$ cat src/rtl/call_stack_pkg.sv
// Shared defaults and microcode bit positions for the call stack and the control unit.
// Also holds the push/pop strobe decode used by the stack's pointer logic.
package call_stack_pkg;

  localparam int ADDR_W_DEF     = 8;
  localparam int FLAGS_W_DEF    = 4;
  localparam int DEPTH_DEF      = 8;
  localparam int PUSH_STACK_BIT = 16;
  localparam int POP_STACK_BIT  = 17;

  typedef enum logic [1:0] {
    OP_IDLE    = 2'b00,
    OP_POP     = 2'b01,
    OP_PUSH    = 2'b10,
    OP_REPLACE = 2'b11
  } stack_op_e;

  function automatic stack_op_e decode_op(input logic push, input logic pop);
    return stack_op_e'({push, pop});
  endfunction

endpackage

$ cat src/rtl/call_stack_ram.sv
// Entry storage: one synchronous write port, one asynchronous read port, no reset.
// Latency: write lands at the clock edge, read is combinational; no backpressure.
module stack_ram #(
  parameter int DEPTH = 8,
  parameter int WIDTH = 12
) (
  input  logic                     clk,
  input  logic                     i_we,
  input  logic [$clog2(DEPTH)-1:0] i_waddr,
  input  logic [WIDTH-1:0]         i_wdata,
  input  logic [$clog2(DEPTH)-1:0] i_raddr,
  output logic [WIDTH-1:0]         o_rdata
);

  logic [WIDTH-1:0] r_mem [DEPTH];

  always_ff @(posedge clk) begin
    if (i_we) begin
      r_mem[i_waddr] <= i_wdata;
    end
  end

  assign o_rdata = r_mem[i_raddr];

endmodule

$ cat src/rtl/call_stack.sv
// Return-address/flags stack serving CU push/pop strobes; top-of-stack is zero-latency.
// Never stalls: push while full and pop while empty are dropped and flagged sticky.
module call_stack
  import call_stack_pkg::*;
#(
  parameter int ADDR_W  = ADDR_W_DEF,
  parameter int FLAGS_W = FLAGS_W_DEF,
  parameter int DEPTH   = DEPTH_DEF
) (
  input  logic                       clk,
  input  logic                       rst,
  input  logic                       in_push_en,
  input  logic                       in_pop_en,
  input  logic [ADDR_W-1:0]          in_push_addr,
  input  logic [FLAGS_W-1:0]         in_push_flags,
  output logic [ADDR_W-1:0]          out_pop_addr,
  output logic [FLAGS_W-1:0]         out_stack_flags,
  output logic [$clog2(DEPTH):0]     out_depth,
  output logic                       out_full,
  output logic                       out_empty,
  output logic                       out_overflow,
  output logic                       out_underflow
);

  localparam int PTR_W = $clog2(DEPTH);
  localparam int CNT_W = PTR_W + 1;
  localparam int ENT_W = FLAGS_W + ADDR_W;

  logic [CNT_W-1:0] r_depth;
  logic             r_overflow;
  logic             r_underflow;

  stack_op_e        w_op;
  logic             w_empty;
  logic             w_full;
  logic             w_we;
  logic [PTR_W-1:0] w_waddr;
  logic [PTR_W-1:0] w_raddr;
  logic [ENT_W-1:0] w_rdata;

  assign w_op    = decode_op(in_push_en, in_pop_en);
  assign w_empty = (r_depth == '0);
  assign w_full  = (r_depth == CNT_W'(DEPTH));
  // Top index wraps to DEPTH-1 when empty; the read is masked to zero in that case.
  assign w_raddr = r_depth[PTR_W-1:0] - PTR_W'(1);

  always_comb begin
    w_we    = 1'b0;
    w_waddr = r_depth[PTR_W-1:0];
    if (!rst) begin
      case (w_op)
        OP_PUSH: w_we = !w_full;
        OP_REPLACE: begin
          w_we = 1'b1;
          if (!w_empty) w_waddr = w_raddr;
        end
        default: w_we = 1'b0;
      endcase
    end
  end

  always_ff @(posedge clk) begin
    if (rst) begin
      r_depth     <= '0;
      r_overflow  <= 1'b0;
      r_underflow <= 1'b0;
    end else begin
      case (w_op)
        OP_PUSH: begin
          if (w_full) r_overflow <= 1'b1;
          else        r_depth    <= r_depth + CNT_W'(1);
        end
        OP_POP: begin
          if (w_empty) r_underflow <= 1'b1;
          else         r_depth     <= r_depth - CNT_W'(1);
        end
        OP_REPLACE: begin
          // Replace-top on an empty stack degrades to a plain push.
          if (w_empty) begin
            r_depth     <= CNT_W'(1);
            r_underflow <= 1'b1;
          end
        end
        default: r_depth <= r_depth;
      endcase
    end
  end

  stack_ram #(
    .DEPTH (DEPTH),
    .WIDTH (ENT_W)
  ) u_ram (
    .clk     (clk),
    .i_we    (w_we),
    .i_waddr (w_waddr),
    .i_wdata ({in_push_flags, in_push_addr}),
    .i_raddr (w_raddr),
    .o_rdata (w_rdata)
  );

  assign {out_stack_flags, out_pop_addr} = w_empty ? '0 : w_rdata;
  assign out_depth     = r_depth;
  assign out_full      = w_full;
  assign out_empty     = w_empty;
  assign out_overflow  = r_overflow;
  assign out_underflow = r_underflow;

endmodule

$ cat config.mk
export PLATFORM = sky130hd
export DESIGN_NAME = call_stack
export DESIGN_NICKNAME = d
export VERILOG_FILES = /design/src/rtl/call_stack_pkg.sv /design/src/rtl/call_stack_ram.sv /design/src/rtl/call_stack.sv
export SDC_FILE = /design/constraint.sdc
export NUM_CORES = 1
export LEC_CHECK = 0
export ABC_AREA = 1
export BUFFER_PORTS_ARGS = -buffer_cell sky130_fd_sc_hd__buf_2
export CORE_MARGIN = 8
export CORE_UTILIZATION = 55
export CTS_CLUSTER_SIZE = 24
export DETAILED_ROUTE_END_ITERATION = 7
export MAX_ROUTING_LAYER = met4
export PLACE_DENSITY_LB_ADDON = 0.3
export SETUP_SLACK_MARGIN = 0.05
export SYNTH_ARGS = -nofsm -noshare
export SYNTH_HDL_FRONTEND = slang
export SYNTH_HIERARCHICAL = 1
export SYNTH_SLANG_ARGS = --single-unit
export TNS_END_PERCENT = 1
$ cat constraint.sdc
create_clock -name clk -period 2.91 [get_ports clk]
set_input_delay 0.4365 -clock clk [delete_from_list [all_inputs] [get_ports clk]]
set_output_delay 0.4365 -clock clk [all_outputs]
set_load 0.005 [all_outputs]
==> summary.txt <==
Worst setup path
  • Highest cell delay on the worst timing path: 0.42 ns
  • Number of buffers and inverters on the critical path: 5
  • Critical-path cell list: inv_1 > ha_1 > xnor2_1 > inv_1 > clkinvlp_4 > nand2_1 > nand2_1 > inv_1 > nor2_1 > buf_2
  • Reg2reg start: out_depth[0]
  • Crit Path Class: register to output pin
  • Worst path most repeated cell: inv_1
  • Slowest stage cell, crit path: dfxtp_1
  • Arrival @ worst endpoint: 2.26 ns
  • Required time worst endpoint: ~2.5 ns
  • Reg2reg path depth: 8
  • Startpoint types: register
  • Worst-path fanout max: 12
  • Crit path max-delay family: buffers and inverters
  • Flop-to-flop setup slack: 0.55 ns
  • Worst R2R End: u_ram/r_mem[2][3]
  • CP Capture Type: output pin

Place
  • IO buf count: 35
  • Placed inst area: 0.005179 mm2
  • GP Congestion: a little over 0.8
  • Hpwl dp: roughly 6700 um

Final layout
  • Fillers: roughly 730
  • Multi-input gate area: 0.001194 mm2
  • Syn-to-layout area delta: 11.89%
  • Nets: between 600 and 700
  • Post-layout instance area: around 0.0054 mm2
  • Storage cell area: 0.003003 mm2
  • Layout cells sized above 1: 0.1528
  • # diodes: 0

Clock tree
  • Clock Sinks: 102
  • Reg clk slew, reported paths: 0.09 ns
  • CTS root buf: clkbuf_8
  • CTS tree: built
  • Number of H-tree levels: 3
  • Setup Buffers After CTS: 0
  • Bufs on Longest Clock Path: 2
  • Post-CTS Hold Buffers: 0
  • CTS buffer count: 9
  • Clk_lat worst skew: 0.35 ns

Logic synthesis
  • Post-Syn Instances: 535
  • Syn nets: 554
  • Synth Area per Inst: 8.971 um2
  • Mapped cell area: about 0.0048 mm2
  • #FFs+latches synth: 102
  • Register area share after synthesis: 0.6257
  • Number of distinct library cells after synthesis: 24
  • Total of warnings raised by yosys: 6

Pwr
  • Max IR drop VDD: 400.9 uV
  • Pwr dens: 670.4 mW/mm2
  • LEAKAGE: around 2.6 nW

Route
  • DRT antenna net count: 0
  • Routed wire per std cell: about 14 um
  • DR vias/cell: 5.022
  • Initial DRC Count: 154
  • Residual DRC: 0
  • DR pass1 iterations: 5
  • Via Count: 3,500
  • Drt total wl: 10,040 um

Timing
  • Max Freq: 370.8 MHz
  • Setup TNS: 0 ns
  • RSZ-0062 raised after global routing: true
  • Setup violators final: 0
  • Slew Limit Headroom: 0.4339
  • Period minus WS final: around 2.7 ns
  • Final period util: 0.9269
  • Fin. max-slew vios: 0
  • Hold Fails Final Rpt: 0
  • Slew @ Worst Pin: roughly 0.85 ns
  • Final Skew: 0.008245 ns

Worst hold path
  • Hold endpoint: u_ram/r_mem[4][8]
  • Min-Delay Path Depth: 1
  • Hold_sp: in_push_flags[0]
  • Worst Hold Class: primary input to register

Floorplanning
  • Die area: around 0.012 mm2
  • Core region area: 0.008593 mm2
  • Starting density of the core: 0.5585
  • Die X: 109.4 um
  • I/O pin cnt: 36
  • Die Height: 109.4 um
  • # rows: 34

Status
  • Outcome: completed

Job
  • # Max-Cap Violations: 0

GRT
  • Vias in the first global route: 3,279
  • Initial antenna violation count: 0
  • First-pass GRT wire length: 16,150 um
  • GRT Util Overall: 0.1813
  • Largest net degree at the start of global routing: between 40 and 50
  • Grt total ovfl: 0
==> worst max-delay path by stage <==
stage,start,depth (start not counted),slack (ns),endpoint
2_1_floorplan,out_depth[0],7,0.65,u_ram/r_mem[6][0]
3_3_place_gp,out_depth[0],11,0.56,out_pop_addr[4]
3_5_place_dp,out_depth[0],10,0.51,out_pop_addr[0]
4_1_cts,out_depth[0],10,0.09,out_pop_addr[0]
5_1_grt,out_depth[0],10,0.04,out_pop_addr[0]
6_report,out_depth[0],10,0.21,out_pop_addr[0]
==> cells in the mapped netlist <==
library cell / n / area (um2)
nor3_1: 1 / 5.000
ha_1: 3 / 37.54
nor2_1: 25 / 93.84
nand2_1: 185 / 694.4
a21oi_1: 4 / 20.02
clkinv_1: 19 / 71.32
xnor2_1: 2 / 17.52
nand3_2: 1 / 10.01
o22ai_1: 1 / 6.260
buf_2: 11 / 55.05
clkbuf_1: 4 / 15.01
inv_1: 99 / 371.6
edfxtp_1: 96 / 2883
buf_4: 3 / 22.52
nand4_1: 1 / 6.260
nand3_1: 53 / 265.3
o21ai_0: 1 / 5.000
buf_6: 1 / 11.26
o21ai_2: 1 / 8.760
inv_2: 15 / 56.30
dfxtp_1: 6 / 120.1
xor2_1: 1 / 8.760
o21a_1: 1 / 7.510
a211oi_1: 1 / 7.510
==> cells in the final DEF, fill, tap and decap left out, drive strengths merged, types with 2 or more instances in the layout <==
master,n
o21ai,2
ha,3
nor2,25
clkinv,23
nand3,54
clkbuf,9
buf,58
a21oi,4
nand2,185
xnor2,2
edfxtp,96
dfxtp,6
inv,114
==> per-layer routing <==
metal	global-route usage	part of all wire	vias up
met5	-	0	-
met4	0.07040	0.020	0
met3	0.03048	0.054	19
met2	0.2842	0.48	126
met1	0.2311	0.45	1626
li1	-	-	1729
==> cell families after synthesis <==
| family | share of synthesized area |
|---|---|
| and+or+nand+nor | 0.2239 |
| buffers and inverters | 0.1256 |
| DFF | 0.6257 |
| AOI/OAI and AO/OA | 0.01147 |
| xor gates and xnor gates | 0.005475 |
| adders and majority gates | 0.007821 |
==> timing repair <==
item                       4_1_cts  5_1_grt
setup endpoints to repair        0       12
hold endpoints to repair         0        0
gates resized for setup          0        3
==> metrics by stage <==
stage / setup WS [ns] / hold WS, ns / util / instances / total power, mW
after floorplan: 0.6509 / 0.4466 / - / 535 / 2.425
after global placement: 0.5599 / 0.4351 / 0.6027 / 682 / 2.740
after detailed placement: 0.5057 / 0.4462 / 0.6027 / 682 / 2.765
after CTS: 0.08906 / 0.3330 / 0.6242 / 697 / 3.606
after global routing: 0.04340 / 0.3271 / 0.6249 / 697 / 3.814
final: 0.2128 / 0.3398 / 0.6249 / 697 / 3.600
==> sequential cells by signal, indices dropped and copies added, names as in the netlist <==
register / flops
u_ram/r_mem: 96
out_depth: 4
out_overflow: 1
out_underflow: 1
==> power breakdown <==
part / total [mW] / internal [mW] / switching, mW
Combinational: 1.06 / 0.361 / 0.696
Sequential: 1.69 / 1.66 / 0.0262
Clock: 0.854 / 0.392 / 0.462
Total: 3.60 / 2.42 / 1.18
==> final cells by class <==
| class | instances | area share |
|---|---|---|
| sequential | 102 | 0.5592 |
| clock buffer | 9 | 0.02307 |
| timing repair buffer | 58 | 0.06477 |
| clock inverter | 6 | 0.01142 |
| multi-input combinational | 281 | 0.2223 |
| tap | 108 | 0.02516 |
| inverter | 133 | 0.09413 |
Note: power is estimated with default switching activity, not from simulation.
